$ cat src/rtl/aes_readout_ctrl_if.sv
// Byte-stream bus between the AES readout sequencer and its consumer.
// Valid/ready handshake with an end-of-readout marker.
interface aes_readout_ctrl_if;
  logic [7:0] out_data;
  logic       out_valid;
  logic       out_ready;
  logic       out_last;

  modport master (
    output out_data,
    output out_valid,
    output out_last,
    input  out_ready
  );

  modport slave (
    input  out_data,
    input  out_valid,
    input  out_last,
    output out_ready
  );
endinterface

$ cat src/rtl/aes_readout_ctrl.sv
// Streams the 128-bit AES state out one byte per cycle, driving the state
// array read selects and prefetching the next byte while the current one waits.
module aes_readout_ctrl #(
  parameter int BYTE_ORDER = 0,
  parameter int NUM_BYTES  = 16
) (
  input  logic                clk,
  input  logic                rst_n,
  input  logic                start,
  input  logic                abort,
  input  logic [7:0]          byte_in,
  output logic [1:0]          row_sel,
  output logic [1:0]          col_sel,
  aes_readout_ctrl_if.master  stream,
  output logic                busy,
  output logic                done
);

  if (NUM_BYTES < 1 || NUM_BYTES > 16) begin : g_bad_num_bytes
    $error("aes_readout_ctrl: NUM_BYTES must be in 1..16");
  end

  typedef enum logic [1:0] {
    IDLE,
    LOAD,
    SEND
  } state_t;

  localparam logic [3:0] LAST_IDX = 4'(NUM_BYTES - 1);

  state_t     state;
  logic [3:0] idx;
  logic [3:0] sent;

  // idx always points at the byte to be captured on the next load/handshake,
  // so in SEND the mux already presents the following byte.
  if (BYTE_ORDER == 0) begin : g_col_major
    assign col_sel = idx[3:2];
    assign row_sel = idx[1:0];
  end else begin : g_row_major
    assign row_sel = idx[3:2];
    assign col_sel = idx[1:0];
  end

  assign busy = (state != IDLE);

  // NOTE: every register here, including the output byte, is cleared by the
  // asynchronous reset, and all state updates use non-blocking assignments so
  // the whole block reads pre-edge values consistently.
  always_ff @(posedge clk or negedge rst_n) begin
    if (!rst_n) begin
      state            <= IDLE;
      idx              <= '0;
      sent             <= '0;
      stream.out_data  <= '0;
      stream.out_valid <= 1'b0;
      stream.out_last  <= 1'b0;
      done             <= 1'b0;
    end else begin
      // NOTE: done defaults low each cycle so it can only ever be a single pulse.
      done <= 1'b0;
      if (abort) begin
        state            <= IDLE;
        idx              <= '0;
        sent             <= '0;
        stream.out_valid <= 1'b0;
        stream.out_last  <= 1'b0;
      end else begin
        case (state)
          IDLE: begin
            if (start) begin
              state <= LOAD;
              idx   <= '0;
              sent  <= '0;
            end
          end
          LOAD: begin
            stream.out_data  <= byte_in;
            stream.out_valid <= 1'b1;
            stream.out_last  <= (sent == LAST_IDX);
            idx              <= idx + 4'd1;
            state            <= SEND;
          end
          SEND: begin
            // Without a handshake everything holds, keeping the stream stable.
            if (stream.out_valid && stream.out_ready) begin
              if (stream.out_last) begin
                stream.out_valid <= 1'b0;
                stream.out_last  <= 1'b0;
                done             <= 1'b1;
                idx              <= '0;
                state            <= IDLE;
              end else begin
                stream.out_data <= byte_in;
                stream.out_last <= ((sent + 4'd1) == LAST_IDX);
                sent            <= sent + 4'd1;
                idx             <= idx + 4'd1;
              end
            end
          end
          default: begin
            state <= IDLE;
          end
        endcase
      end
    end
  end

endmodule

$ cat src/flat_wrapper.sv
// flat-port wrapper written by rule: the top's interface ports become plain ports
module aes_readout_ctrl_flat 
#(
  parameter int BYTE_ORDER = 0,
  parameter int NUM_BYTES  = 16
)
  (clk, rst_n, start, abort, byte_in, row_sel, col_sel, busy, done, stream_out_data, stream_out_valid, stream_out_last, stream_out_ready);
  aes_readout_ctrl_if stream_i ();
  input  logic clk;
  input  logic rst_n;
  input  logic start;
  input  logic abort;
  input  logic [7:0] byte_in;
  output logic [1:0] row_sel;
  output logic [1:0] col_sel;
  output logic busy;
  output logic done;
  output wire logic [$bits(stream_i.out_data)-1:0] stream_out_data;
  output wire logic [$bits(stream_i.out_valid)-1:0] stream_out_valid;
  output wire logic [$bits(stream_i.out_last)-1:0] stream_out_last;
  input wire logic [$bits(stream_i.out_ready)-1:0] stream_out_ready;
  assign stream_out_data = stream_i.out_data;
  assign stream_out_valid = stream_i.out_valid;
  assign stream_out_last = stream_i.out_last;
  assign stream_i.out_ready = stream_out_ready;
  aes_readout_ctrl #(.BYTE_ORDER(BYTE_ORDER), .NUM_BYTES(NUM_BYTES)) u_core (.clk(clk), .rst_n(rst_n), .start(start), .abort(abort), .byte_in(byte_in), .row_sel(row_sel), .col_sel(col_sel), .stream(stream_i), .busy(busy), .done(done));
endmodule
$ cat config.mk
export PLATFORM = sky130hd
export DESIGN_NAME = aes_readout_ctrl_flat
export DESIGN_NICKNAME = d
export VERILOG_FILES = /design/src/rtl/aes_readout_ctrl_if.sv /design/src/rtl/aes_readout_ctrl.sv /design/src/flat_wrapper.sv
export SDC_FILE = /design/constraint.sdc
export NUM_CORES = 1
export LEC_CHECK = 0
export CAP_MARGIN = 20
export CORE_MARGIN = 4
export CORE_UTILIZATION = 51
export DETAILED_ROUTE_END_ITERATION = 10
export PLACE_DENSITY = 0.83
export SLEW_MARGIN = 20
export SYNTH_ARGS = -nofsm -noshare
export SYNTH_HDL_FRONTEND = slang
export SYNTH_SLANG_ARGS = --single-unit
export TNS_END_PERCENT = 30
$ cat constraint.sdc
create_clock -name clk -period 4.5 [get_ports clk]
set_input_delay 1.125 -clock clk [delete_from_list [all_inputs] [get_ports clk]]
set_output_delay 1.125 -clock clk [all_outputs]
set_load 0.02 [all_outputs]
==> results of run 1 <==
[critical path: cells and delay by family, from the launching register on]
kind / cells / cell delay (ns)
buffers and inverters: 3 / 0.77
adders and majority gates: 1 / 0.26
DFF: 1 / 0.42
[per-layer routing]
metal,vias up,track usage (%),part of all wire [%],wire length (um)
li1,422,-,-,-
met1,396,22.89,45,1001
met2,23,33.07,49,1089
met3,2,4.087,5.8,130
met4,0,5.809,0.71,16
met5,-,0,0,0
[cell usage after synthesis (all sizes together) (3+ instances only)]
master,instances
nor2,6
ha,7
nand3,5
nand2,9
mux2,9
inv,7
nor2b,3
mux2i,3
o21ai,5
dfrtp,21
[power groups by stage]
stage / Clock (uW) / Combinational (uW) / Sequential (uW)
floorplan: 0 / 149 / 319
global placement: 0 / 328 / 268
detailed placement: 0 / 333 / 272
CTS: 93.9 / 336 / 270
global route: 105 / 363 / 277
finish: 90.8 / 332 / 268
[state kept, by name, summed over array words and instances, names as in the netlist]
signal and count:
u_core.sent 4, u_core.idx 4, u_core.stream.out_last 1, u_core.state 2
u_core.stream.out_data 8, u_core.done 1, u_core.stream.out_valid 1
[cell type report]
type	count	area, um^2
clock buffers	3	22.52
clock inverters	1	5.005
fillers	148	581.8
inverters	7	26.28
multi-input cells	72	546.8
flip-flops and latches	21	525.5
well taps	27	33.78
repair buffers	28	280.3
[cells by family after synthesis]
family                     synth area share (%)
adders and majority gates                 7.856
and+or+nand+nor                           14.59
muxes                                     11.78
xor gates and xnor gates                  1.572
DFF                                       47.14
buffers and inverters                     3.816
AOI/OAI and AO/OA                         13.25
[final timing paths]
check | endpoint | slack [ns] | depth (start not counted)
max reg2reg | u_core.stream.out_data[7]$_DFFE_PN0P_ | 2.57 | 6
max in group asynchronous | u_core.done$_DFF_PN0_ | 2.64 | 1
min | u_core.stream.out_data[2]$_DFFE_PN0P_ | 0.53 | 1
max | busy | 1.62 | 4
min in group asynchronous | u_core.stream.out_data[7]$_DFFE_PN0P_ | 1.32 | 1
min reg2reg | u_core.stream.out_data[2]$_DFFE_PN0P_ | 0.53 | 1
[stage by stage]
stage / instance area, um^2 / cells / worst slack, ns / total power (uW) / hold WS [ns]
CTS: 1440 / 159 / 1.611 / 699.0 / 0.5324
floorplan: 1115 / 102 / 2.409 / 468.5 / 0.4898
global route: 1440 / 159 / 1.493 / 745.3 / 0.5430
finish: 1440 / 159 / 1.622 / 690.5 / 0.5259
global placement: 1413 / 155 / 1.790 / 595.7 / 0.4897
detailed placement: 1413 / 155 / 1.710 / 605.6 / 0.5018
[layout by cell type, fill, tap and decap left out, drive strengths merged, types with 2 or more instances in the layout]
cell | synthesis | final
mux2 | 9 | 9
ha | 7 | 7
o31ai | 2 | 2
nand2 | 9 | 9
nand2b | 2 | 2
dfrtp | 21 | 21
inv | 7 | 7
clkdlybuf4s50 | 0 | 28
nand3 | 5 | 5
nor2b | 3 | 3
a2bb2oi | 2 | 2
o21ai | 5 | 5
nor2 | 6 | 6
mux2i | 3 | 3
a21oi | 2 | 2
clkbuf | 0 | 3
==> flow_results.xml, run 1 <==
<?xml version="1.0" encoding="UTF-8"?>
<metrics>
  <group name="global_routing">
    <metric name="grt_first_pass_wirelength" unit="um">3981</metric>
    <metric name="grt.total_usage" unit="%">18.91</metric>
    <metric name="number_of_antenna_violations_at_the_first_check_in_global_routing" unit="">0</metric>
    <metric name="grt_pass1_vias" unit="">879</metric>
    <metric name="global_route_total_overflow" unit="">0</metric>
    <metric name="pin_count_of_the_biggest_net_entering_global_routing" unit="">22</metric>
  </group>
  <group name="route">
    <metric name="drt-vias-per-instance" unit="">5.302</metric>
    <metric name="remaining_drc_errors" unit="">0</metric>
    <metric name="drt-initial-drc-count" unit="">7</metric>
    <metric name="ant_nets" unit="">0</metric>
    <metric name="wirelength" unit="um">2238</metric>
    <metric name="drt-wirelength-per-cell" unit="um">14.08</metric>
    <metric name="first_pass_iters" unit="">4</metric>
    <metric name="vias" unit="">843</metric>
  </group>
  <group name="cts">
    <metric name="cts_post_setup_buffers_inserted" unit="">0</metric>
    <metric name="cts_max_path_buffers" unit="">2</metric>
    <metric name="numClockSinks" unit="">21</metric>
    <metric name="clk_root_buffer_cell" unit="">clkbuf_4</metric>
    <metric name="cts_buffers" unit="">3</metric>
    <metric name="tritoncts" unit="">built</metric>
    <metric name="htree_levels" unit="">1</metric>
    <metric name="path_clk_slew" unit="ns">0.12</metric>
    <metric name="clk_latency" unit="ns">0.30</metric>
    <metric name="cts-hold-fix-buffers" unit="">0</metric>
    <metric name="post_cts_resized" unit="">0</metric>
  </group>
  <group name="placed_design">
    <metric name="hpwlAfterDp" unit="um">1748</metric>
    <metric name="port_buffers" unit="">28</metric>
    <metric name="globalplace.congestion" unit="">0.7560</metric>
  </group>
  <group name="pwr">
    <metric name="sequential_power_share" unit="%">38.8</metric>
    <metric name="vdd_drop_max" unit="uV">351.7</metric>
    <metric name="switching_power" unit="uW">254.1</metric>
    <metric name="comb_power_share" unit="%">48.0</metric>
    <metric name="p_leak" unit="uW">0.0006104</metric>
    <metric name="internal-power" unit="uW">436.4</metric>
    <metric name="power_per_standard_cell_area" unit="nW/um^2">479.5</metric>
    <metric name="p_sw_share" unit="%">36.79</metric>
    <metric name="p_clk_share" unit="%">13.1</metric>
  </group>
  <group name="hold_path">
    <metric name="worstHoldStart" unit="">u_core.stream.out_data[2]$_DFFE_PN0P_</metric>
    <metric name="worst_min_delay_path_category" unit="">flip-flop to flip-flop</metric>
  </group>
  <group name="die">
    <metric name="core_area" unit="um^2">2022</metric>
    <metric name="placement_rows" unit="">16</metric>
    <metric name="die_height" unit="um">54.76</metric>
    <metric name="design.die.area" unit="um^2">2998</metric>
    <metric name="top_level_i_o_count" unit="">29</metric>
    <metric name="die_width" unit="um">54.76</metric>
    <metric name="start_util" unit="%">55.14</metric>
  </group>
  <group name="synthesis">
    <metric name="syn_nets" unit="">122</metric>
    <metric name="ys_seq_area_share" unit="%">47.14</metric>
    <metric name="dominantRegCellSynth" unit="">dfrtp_1</metric>
    <metric name="synth_top_area_share" unit="%">47.14</metric>
    <metric name="syn_area" unit="um^2">1115</metric>
    <metric name="ys_ff_latch" unit="">21</metric>
    <metric name="ys_warn_count" unit="">0</metric>
    <metric name="netlist_top_cells_area" unit="">dfrtp_1 (47%), mux2_2 (9.1%), ha_1 (7.9%), nand2_1 (3.0%), mux2i_1 (2.7%)</metric>
    <metric name="synthesized_area_divided_by_synthesized_cell_count" unit="um^2">10.93</metric>
    <metric name="syn_inst_count" unit="">102</metric>
    <metric name="synth_top_cell_by_area" unit="">dfrtp_1</metric>
    <metric name="synth-edff-count" unit="">0</metric>
    <metric name="synth_cell_type_count" unit="">36</metric>
    <metric name="ffs_w_async_s_r_synth" unit="%">100.0</metric>
  </group>
  <group name="cells_and_area">
    <metric name="final_net_count" unit="">153</metric>
    <metric name="fin_util" unit="%">71.23</metric>
    <metric name="antenna_cells_inserted" unit="">0</metric>
    <metric name="drive_gt1_share" unit="%">11.36</metric>
    <metric name="area_growth" unit="%">29.18</metric>
  </group>
  <group name="timing">
    <metric name="worst_slew_margin_rel" unit="%">39.64</metric>
    <metric name="drv_slew" unit="">0</metric>
    <metric name="slew_of_the_pin_with_the_lowest_slew_margin" unit="ns">0.9026</metric>
    <metric name="setup-tns-final" unit="ns">0</metric>
    <metric name="min_period_over_period" unit="%">63.96</metric>
    <metric name="timing.clock.skew" unit="ns">0.0006830</metric>
    <metric name="final-setup-viol-count" unit="">0</metric>
    <metric name="final_period_minus_worst_setup_slack" unit="ns">2.878</metric>
    <metric name="max_freq" unit="GHz">0.3474</metric>
    <metric name="hold_violations" unit="">0</metric>
    <metric name="grt_setup_unrepaired" unit="">no</metric>
  </group>
  <group name="worst_setup_path">
    <metric name="critical_path_arrival" unit="ns">1.75</metric>
    <metric name="stage_delay_of_the_slowest_cell_on_the_critical_path" unit="ns">0.60</metric>
    <metric name="path_max_fanout" unit="">5</metric>
    <metric name="crit_chain" unit="">inv_1 &gt; ha_1 &gt; inv_1 &gt; clkdlybuf4s50_1</metric>
    <metric name="path_class" unit="">flip-flop to primary output</metric>
    <metric name="timing.critical_path.slowest_stage_cell" unit="">clkdlybuf4s50_1</metric>
    <metric name="timing.rr.start" unit="">u_core.state[0]$_DFFE_PN0P_</metric>
    <metric name="launch_point_of_the_worst_path" unit="">u_core.state[0]$_DFFE_PN0P_</metric>
    <metric name="cp-start-kind" unit="">flip-flop</metric>
    <metric name="cell_occurring_most_often_along_the_worst_timing_path" unit="">inv_1</metric>
    <metric name="critical_path_required" unit="ns">3.38</metric>
    <metric name="critical_path.endpoint_type" unit="">primary output</metric>
  </group>
  <group name="run_status">
    <metric name="run_status" unit="">completed</metric>
  </group>
  <group name="job">
    <metric name="max-cap-violations" unit="">0</metric>
  </group>
</metrics>
Power figures use the tool's default switching activity.
==> inputs of run 2 (changes only) <==
Settings changed: CORE_UTILIZATION 51 to 47, PLACE_DENSITY 0.83 to 0.77.
Clock period 4.5 ns to 2.87 ns, I/O delays scaled along.
==> flow_results.xml, run 2 (same netlist as run 1, synthesis figures left out) <==
<?xml version="1.0" encoding="UTF-8"?>
<metrics>
  <group name="global_routing">
    <metric name="grt.total_usage" unit="%">15.96</metric>
    <metric name="global_route_total_overflow" unit="">0</metric>
    <metric name="grt_use_met2" unit="%">23.60</metric>
    <metric name="grt_first_pass_wirelength" unit="um">3946</metric>
    <metric name="use_met1" unit="%">20.61</metric>
    <metric name="grt_most_used_layer" unit="">met2</metric>
    <metric name="grt_pass1_vias" unit="">896</metric>
    <metric name="number_of_antenna_violations_at_the_first_check_in_global_routing" unit="">0</metric>
    <metric name="pin_count_of_the_biggest_net_entering_global_routing" unit="">22</metric>
    <metric name="grtUsageMet3" unit="%">5.977</metric>
  </group>
  <group name="placed_design">
    <metric name="port_buffers" unit="">28</metric>
    <metric name="hpwlAfterDp" unit="um">1827</metric>
    <metric name="globalplace.congestion" unit="">0.8560</metric>
  </group>
  <group name="cts">
    <metric name="path_clk_slew" unit="ns">0.11</metric>
    <metric name="clk_root_buffer_cell" unit="">clkbuf_4</metric>
    <metric name="post_cts_resized" unit="">0</metric>
    <metric name="clk_latency" unit="ns">0.30</metric>
    <metric name="tritoncts" unit="">built</metric>
    <metric name="htree_levels" unit="">1</metric>
    <metric name="cts_buffers" unit="">3</metric>
    <metric name="numClockSinks" unit="">21</metric>
    <metric name="cts-hold-fix-buffers" unit="">0</metric>
    <metric name="cts_max_path_buffers" unit="">2</metric>
    <metric name="cts_post_setup_buffers_inserted" unit="">0</metric>
  </group>
  <group name="pwr">
    <metric name="switching_power" unit="uW">395.7</metric>
    <metric name="comb_power_share" unit="%">48.7</metric>
    <metric name="p_leak" unit="uW">0.0006124</metric>
    <metric name="vdd_drop_max" unit="uV">606.3</metric>
    <metric name="power_per_standard_cell_area" unit="nW/um^2">748.4</metric>
    <metric name="internal-power" unit="uW">687.7</metric>
    <metric name="p_sw_share" unit="%">36.53</metric>
    <metric name="sequential_power_share" unit="%">38.7</metric>
    <metric name="p_clk_share" unit="%">12.6</metric>
  </group>
  <group name="timing">
    <metric name="final-setup-viol-count" unit="">0</metric>
    <metric name="worst_slew_margin_rel" unit="%">72.11</metric>
    <metric name="slew_of_the_pin_with_the_lowest_slew_margin" unit="ns">0.4170</metric>
    <metric name="grt_setup_unrepaired" unit="">no</metric>
    <metric name="drv_slew" unit="">0</metric>
    <metric name="timing.clock.skew" unit="ns">0.006121</metric>
    <metric name="final_period_minus_worst_setup_slack" unit="ns">2.498</metric>
    <metric name="max_freq" unit="GHz">0.4003</metric>
    <metric name="hold_violations" unit="">0</metric>
    <metric name="min_period_over_period" unit="%">87.05</metric>
    <metric name="setup-tns-final" unit="ns">0</metric>
  </group>
  <group name="cells_and_area">
    <metric name="final.fill_count" unit="">183</metric>
    <metric name="biggestRegsByFlops" unit="">u_core.stream.out_data x8, u_core.idx x4, u_core.sent x4</metric>
    <metric name="fin_util" unit="%">64.82</metric>
    <metric name="final_net_count" unit="">154</metric>
    <metric name="area_growth" unit="%">29.85</metric>
    <metric name="number_of_flip_flops_in_the_largest_register" unit="">8</metric>
    <metric name="drive_gt1_share" unit="%">11.28</metric>
    <metric name="top_register" unit="">u_core.stream.out_data</metric>
    <metric name="mostFrequentLayoutCells" unit="">clkdlybuf4s50_1 (28), dfrtp_1 (21), mux2_2 (9), nand2_1 (9)</metric>
    <metric name="antenna_cells_inserted" unit="">0</metric>
    <metric name="final_common_cell" unit="">clkdlybuf4s50_1</metric>
  </group>
  <group name="route">
    <metric name="first_pass_iters" unit="">4</metric>
    <metric name="remaining_drc_errors" unit="">0</metric>
    <metric name="drt-vias-per-instance" unit="">5.522</metric>
    <metric name="vias" unit="">889</metric>
    <metric name="wirelength" unit="um">2294</metric>
    <metric name="drt-initial-drc-count" unit="">13</metric>
    <metric name="ant_nets" unit="">0</metric>
    <metric name="drt-wirelength-per-cell" unit="um">14.25</metric>
  </group>
  <group name="worst_setup_path">
    <metric name="cp-start-kind" unit="">flip-flop</metric>
    <metric name="path_class" unit="">flip-flop to primary output</metric>
    <metric name="critical_path.endpoint_type" unit="">primary output</metric>
    <metric name="critical_path_arrival" unit="ns">1.78</metric>
    <metric name="critical_path_required" unit="ns">2.15</metric>
    <metric name="path_max_fanout" unit="">5</metric>
    <metric name="worstRegToRegCells" unit="">6</metric>
  </group>
  <group name="job">
    <metric name="max-cap-violations" unit="">0</metric>
  </group>
  <group name="hold_path">
    <metric name="worst_min_delay_path_category" unit="">flip-flop to flip-flop</metric>
    <metric name="hold-path-cell-count" unit="">1</metric>
  </group>
  <group name="die">
    <metric name="design.die.area" unit="um^2">3215</metric>
    <metric name="top_level_i_o_count" unit="">29</metric>
    <metric name="start_util" unit="%">49.92</metric>
    <metric name="die_width" unit="um">56.70</metric>
    <metric name="core_area" unit="um^2">2233</metric>
    <metric name="placement_rows" unit="">17</metric>
    <metric name="die_height" unit="um">56.70</metric>
  </group>
  <group name="run_status">
    <metric name="run_status" unit="">completed</metric>
  </group>
</metrics>
[run 2: power groups by stage]
stage	combinational (uW)	clock [uW]	sequential [uW]
finish	528	137	419
global route	572	160	432
CTS	536	143	420
detailed placement	534	0	424
global placement	519	0	420
floorplan	234	0	501
[run 2: worst paths after layout]
check | startpoint | end | slack (ns)
max in group asynchronous | rst_n | u_core.idx[3]$_DFFE_PN0P_ | 1.90
min reg2reg | u_core.stream.out_data[1]$_DFFE_PN0P_ | u_core.stream.out_data[1]$_DFFE_PN0P_ | 0.52
min | u_core.stream.out_data[1]$_DFFE_PN0P_ | u_core.stream.out_data[1]$_DFFE_PN0P_ | 0.52
max reg2reg | u_core.state[0]$_DFFE_PN0P_ | u_core.stream.out_data[0]$_DFFE_PN0P_ | 0.91
min in group asynchronous | rst_n | u_core.done$_DFF_PN0_ | 0.75
max | u_core.state[0]$_DFFE_PN0P_ | busy | 0.37
[run 2: final cells by class]
cell class | instances | area [um^2] | share of cell area [%]
Clock buffer | 4 | 26.28 | 1.815
Inverter | 7 | 26.28 | 1.815
Multi-Input combinational cell | 72 | 546.8 | 37.77
Sequential cell | 21 | 525.5 | 36.30
Tap cell | 28 | 35.03 | 2.420
Timing Repair Buffer | 29 | 287.8 | 19.88
[run 2: metrics by stage]
step	hold slack, ns	instance area (um^2)	power (uW)	std cells	setup slack [ns]
after floorplan	0.4219	1115	734.7	102	1.186
after global placement	0.4904	1421	938.1	157	0.5569
after detailed placement	0.4970	1421	957.6	157	0.5093
after CTS	0.5212	1448	1100	161	0.3445
after global routing	0.5438	1448	1164	161	0.2543
final	0.5166	1448	1083	161	0.3718
[run 2: worst max-delay path, cell delays in order (launching register included)]
cell and delay (ns):
dfrtp_1 0.42, inv_1 0.08, ha_1 0.26, inv_1 0.11
clkdlybuf4s50_1 0.60
[run 2: per-layer routing]
| layer | part of all wire (%) | routed length [um] | vias up |
|---|---|---|---|
| met3 | 9.2 | 211 | 5 |
| met2 | 46 | 1044 | 34 |
| met5 | 0 | 0 | - |
| met4 | 2.1 | 49 | 0 |
| li1 | - | - | 427 |
| met1 | 43 | 988 | 423 |
